[src/rtl/road_speed_ctrl.sv]
// Frame-rate speed controller for the road renderer: turns accel/brake keys and
// crash events into a 0..2 speed level, stepped once per frame, and accumulates distance.
module road_speed_ctrl #(
    parameter int unsigned ACCEL_FRAMES = 30,
    parameter int unsigned DECEL_FRAMES = 20,
    parameter int unsigned BRAKE_FRAMES = 6,
    parameter int unsigned CRASH_FRAMES = 90
) (
    input  logic        clk,
    input  logic        reset,
    input  logic        startOfFrame,
    input  logic        gameEnable,
    input  logic        accelKey,
    input  logic        brakeKey,
    input  logic        crash,
    output logic [1:0]  speed,
    output logic        crashActive,
    output logic [15:0] distance
);

    typedef enum logic [1:0] {ST_IDLE, ST_DRIVE, ST_CRASH} state_t;
    typedef enum logic [1:0] {MODE_COAST, MODE_ACCEL, MODE_BRAKE} mode_t;

    localparam logic [7:0] ACCEL_THR = 8'(ACCEL_FRAMES);
    localparam logic [7:0] DECEL_THR = 8'(DECEL_FRAMES);
    localparam logic [7:0] BRAKE_THR = 8'(BRAKE_FRAMES);
    localparam logic [7:0] CRASH_THR = 8'(CRASH_FRAMES);

    state_t      state, state_n;
    mode_t       last_mode, last_mode_n, frame_mode;
    logic [7:0]  frame_cnt, frame_cnt_n, cnt_inc, thr;
    logic [1:0]  speed_n;
    logic        crash_active_n;
    logic [15:0] distance_n;
    logic [16:0] dist_sum;

    always_ff @(posedge clk or posedge reset) begin
        if (reset) begin
            state       <= ST_IDLE;
            last_mode   <= MODE_COAST;
            frame_cnt   <= 8'd0;
            speed       <= 2'd0;
            crashActive <= 1'b0;
            distance    <= 16'd0;
        end else begin
            state       <= state_n;
            last_mode   <= last_mode_n;
            frame_cnt   <= frame_cnt_n;
            speed       <= speed_n;
            crashActive <= crash_active_n;
            distance    <= distance_n;
        end
    end

    always_comb begin
        state_n        = state;
        last_mode_n    = last_mode;
        frame_cnt_n    = frame_cnt;
        speed_n        = speed;
        crash_active_n = crashActive;
        distance_n     = distance;

        if (brakeKey)      frame_mode = MODE_BRAKE;
        else if (accelKey) frame_mode = MODE_ACCEL;
        else               frame_mode = MODE_COAST;

        case (frame_mode)
            MODE_ACCEL: thr = ACCEL_THR;
            MODE_BRAKE: thr = BRAKE_THR;
            default:    thr = DECEL_THR;
        endcase

        cnt_inc  = frame_cnt + 8'd1;
        dist_sum = {1'b0, distance} + {15'd0, speed};

        if (!gameEnable) begin
            state_n        = ST_IDLE;
            speed_n        = 2'd0;
            crash_active_n = 1'b0;
            frame_cnt_n    = 8'd0;
            last_mode_n    = MODE_COAST;
        end else begin
            case (state)
                ST_IDLE: begin
                    state_n        = ST_DRIVE;
                    distance_n     = 16'd0;
                    speed_n        = 2'd0;
                    crash_active_n = 1'b0;
                    frame_cnt_n    = 8'd0;
                    last_mode_n    = MODE_COAST;
                end
                ST_DRIVE: begin
                    if (crash) begin
                        state_n        = ST_CRASH;
                        speed_n        = 2'd0;
                        crash_active_n = 1'b1;
                        frame_cnt_n    = 8'd0;
                    end else if (startOfFrame) begin
                        distance_n = dist_sum[16] ? 16'hFFFF : dist_sum[15:0];
                        // The frame that switches mode only arms the counter; it is not counted.
                        if (frame_mode != last_mode) begin
                            last_mode_n = frame_mode;
                            frame_cnt_n = 8'd0;
                        end else if (cnt_inc >= thr) begin
                            frame_cnt_n = 8'd0;
                            if (frame_mode == MODE_ACCEL) begin
                                if (speed < 2'd2) speed_n = speed + 2'd1;
                            end else begin
                                if (speed != 2'd0) speed_n = speed - 2'd1;
                            end
                        end else begin
                            frame_cnt_n = cnt_inc;
                        end
                    end
                end
                ST_CRASH: begin
                    // Further crash pulses are ignored here so the stall is never extended.
                    if (startOfFrame) begin
                        if (cnt_inc >= CRASH_THR) begin
                            state_n        = ST_DRIVE;
                            speed_n        = 2'd0;
                            crash_active_n = 1'b0;
                            frame_cnt_n    = 8'd0;
                            last_mode_n    = MODE_COAST;
                        end else begin
                            frame_cnt_n = cnt_inc;
                        end
                    end
                end
                default: state_n = ST_IDLE;
            endcase
        end
    end

endmodule

[config.mk]
export PLATFORM = sky130hd
export DESIGN_NAME = road_speed_ctrl
export DESIGN_NICKNAME = d
export VERILOG_FILES = /design/src/rtl/road_speed_ctrl.sv
export SDC_FILE = /design/constraint.sdc
export NUM_CORES = 1
export LEC_CHECK = 0
export CAP_MARGIN = 10
export CORE_ASPECT_RATIO = 0.9
export CORE_MARGIN = 2
export CORE_UTILIZATION = 50
export CTS_BUF_LIST = sky130_fd_sc_hd__clkbuf_16
export DETAILED_ROUTE_END_ITERATION = 8
export PLACE_DENSITY = 0.7
export SETUP_SLACK_MARGIN = 0.02
export SLEW_MARGIN = 10
export SYNTH_ARGS = -nofsm -noshare
export SYNTH_HDL_FRONTEND = slang
export SYNTH_SLANG_ARGS = --single-unit
[constraint.sdc]
create_clock -name clk -period 5.2 [get_ports clk]
set_input_delay 1.04 -clock clk [delete_from_list [all_inputs] [get_ports clk]]
set_output_delay 1.04 -clock clk [all_outputs]
set_load 0.02 [all_outputs]
==> flow_summary.ini <==
[status]
status = completed

[finish]
area_delta_synth_final_pct = 19.7
drive_gt1_share_pct = 7.72
num_antenna_cells = 0
nets = 303
final_core_util_pct = 62.6

[logic_synthesis]
synth_area_per_cell_sq_um = 8.28
yosys.cell_types.count = 54
netlist_area_sq_mm = 0.00214
synth_area_leaders = dfrtp_1 (36%), a21oi_1 (6.8%), ha_1 (6.4%)
synth_top_area_share_pct = 36.2
netlist_instances = 259
synth_edf_count = 0
synth_top_cell_by_area = dfrtp_1
synth_warnings = 0
ys_ff_latch = 31
synth.net_count = 278
synth_flop_cell = dfrtp_1
yosysSeqAreaShare_pct = 36.2
synth_async_sr_flop_share_pct = 100

[placement]
io_buffer_count = 25
dpl.hpwl_mm = 3.29
gp_congestion = 0.862

[drt]
drtIter0Drc = 143
vias = 1907
wl_per_cell_um = 13.9
wl_met1_mm = 2.56
drt-total-wl_mm = 4.65
wl_met2_mm = 1.88
dr_wl_met3_um = 150
firstDrtPassIters = 4
detail_route.vias_per_cell = 5.73
antenna_left = 0
drcViolationCount = 0
highest_layer = met4

[floorplan]
ioPinCount = 26
dieArea_sq_mm = 0.00483
die_y_um = 66.1
die_w_um = 73.0
core-area_sq_mm = 0.00410
rows = 22
initial_core_util_pct = 52.3

[sta]
tightestPinTransition_ns = 0.774
final-max-slew-violation-count = 0
finalSetupViolCount = 0
fin_worst_skew_ns = 0.00465
fin_crit_ns = 3.01
rsz0062_at_grt = false
relSlewSlack_pct = 48.4
setup_tns_ns = 0
hold_viol_final = 0
fmax_ghz = 0.333
post-route-period-util_pct = 57.8

[clock_network]
post_cts_resized = 0
cts_tree = yes
cts_made_buffers = 5
clockRootBuffer = clkbuf_16
clkSlewWorstSetupHoldPaths_ns = 0.05
clkSinkCount = 31
cts.hold.buffers_added = 0
htree_num_levels = 2
insertion_delay_ns = 0.28
cts_setup_buffers = 0
clockBufferDepth = 2

[worst_setup_path]
timing.critical_path.mode_cell = nor2_1
end_kind = flop
cp_slowest_cell = clkdlybuf4s50_1
critPathLaunchType = input pin
cpPeakStageDelay_ns = 0.47
cp_top_family = compound AO/OA/AOI/OAI gates
cp.buffers_inverters = 1
r2r_setup_slack_ns = 2.37
cp_max_fo = 5
cp.arrival_ns = 3.17
critPathKind = input pin to flop
critPathRequiredTime_ns = 5.36
cp_cell_sequence = clkdlybuf4s50_1 -> or2_2 -> ha_1 -> a21boi_0 -> o21ai_0 -> nor2_1 -> a32oi_2 -> nor2_1 -> a22o_1

[min_path]
worstHoldPathType = flop to flop

[global_route]
grt_pass1_wl_mm = 7.87
antenna_found_initial = 0
grt_start_max_net_pins = 32
grtUsageTotal_pct = 21.0
gr-total-overflow = 0
grt_pass1_vias = 1700

[power]
ir_drop_mv = 0.320
leakage_nw = 1.11
power_density_mw_per_mm2 = 288

[flow_run]
drv_cap = 0
==> Yosys cell counts, types with 6 or more instances <==
cell and instances:
nand2_1 32, dfrtp_1 31, a21oi_1 29, nor2_1 20
o21ai_0 19, inv_1 16, nand3_1 14, ha_1 11
clkbuf_1 6, o31ai_1 6
==> stage by stage <==
step	total power, W	hold WS (ns)	instance area, sq um	worst slack [ns]	cells
floorplan	0.000417	0.472	2140	2.59	259
global placement	0.000460	0.507	2430	1.97	325
detailed placement	0.000463	0.505	2430	1.93	325
CTS	0.000743	0.517	2570	2.20	333
global route	0.000783	0.546	2570	2.06	333
finish	0.000740	0.514	2570	2.19	333
==> placed cells by master (no fill, tap or decap), types with 5 or more instances in the layout <==
master           count
a21oi_1             29
nor2_1              20
o21ai_0             19
clkbuf_16            5
o31ai_1              6
inv_1               16
clkdlybuf4s50_1     25
dfrtp_1             31
ha_1                11
nand3_1             14
nand2_1             32
==> where the power goes <==
| group | internal (W) | switching [W] | leakage, nW |
|---|---|---|---|
| Combinational | 0.0000699 | 0.000134 | 0.607 |
| Sequential | 0.000250 | 0.00000868 | 0.431 |
| Clock | 0.000174 | 0.000103 | 0.0733 |
==> cell families after synthesis <==
family	count (synthesis)	share of synthesized area [%]
buffers and inverters	24	4.43
AND/OR/NAND/NOR	98	22.7
adder cells (fa/ha/maj)	12	7.35
XOR/XNOR	6	2.45
multiplexers	4	1.93
AO/OA/AOI/OAI	84	25.0
flip-flops	31	36.2
==> per-layer routing <==
layer | up-vias | global-route usage [%]
li1 | 972 | -
met1 | 898 | 32.9
met2 | 31 | 27.7
met3 | 6 | 4.88
met4 | 0 | 6.94
met5 | - | 0
==> worst reg2reg max path, stage by stage, from the launching register on <==
cell	delay [ns]
dfrtp_1	0.39
inv_1	0.12
ha_1	0.68
nor2b_1	0.41
nand2_1	0.12
o21ai_0	0.11
nand2_1	0.37
nor2_1	0.33
a21oi_1	0.10
a21oi_1	0.12
==> sequential cells by signal, indices dropped and copies added, names as in the netlist <==
name         count
crashActive      1
distance        16
state            2
speed            2
last_mode        2
frame_cnt        8
==> final timing paths <==
check,from,endpoint,cells past startpoint
setup / recovery,brakeKey,frame_cnt[2]$_DFFE_PP0P_,9
min in group asynchronous,reset,state[0]$_DFFE_PP0P_,3
setup reg to reg,state[1]$_DFFE_PP0P_,distance[10]$_DFFE_PP0P_,9
hold reg to reg,last_mode[0]$_DFFE_PP0P_,last_mode[0]$_DFFE_PP0P_,2
max in group asynchronous,reset,frame_cnt[1]$_DFFE_PP0P_,3
hold / removal,last_mode[0]$_DFFE_PP0P_,last_mode[0]$_DFFE_PP0P_,2
==> layout make-up <==
class                           count  area, sq um
Multi-Input combinational cell    204         1270
Inverter                           16         60.1
Sequential cell                    31          776
Tap cell                           48         60.1
Clock buffer                        5          125
Clock inverter                      3         15.0
Timing Repair Buffer               26          258
Fill cell                         359         1530
No activity file was read; power rests on OpenSTA's default activity.
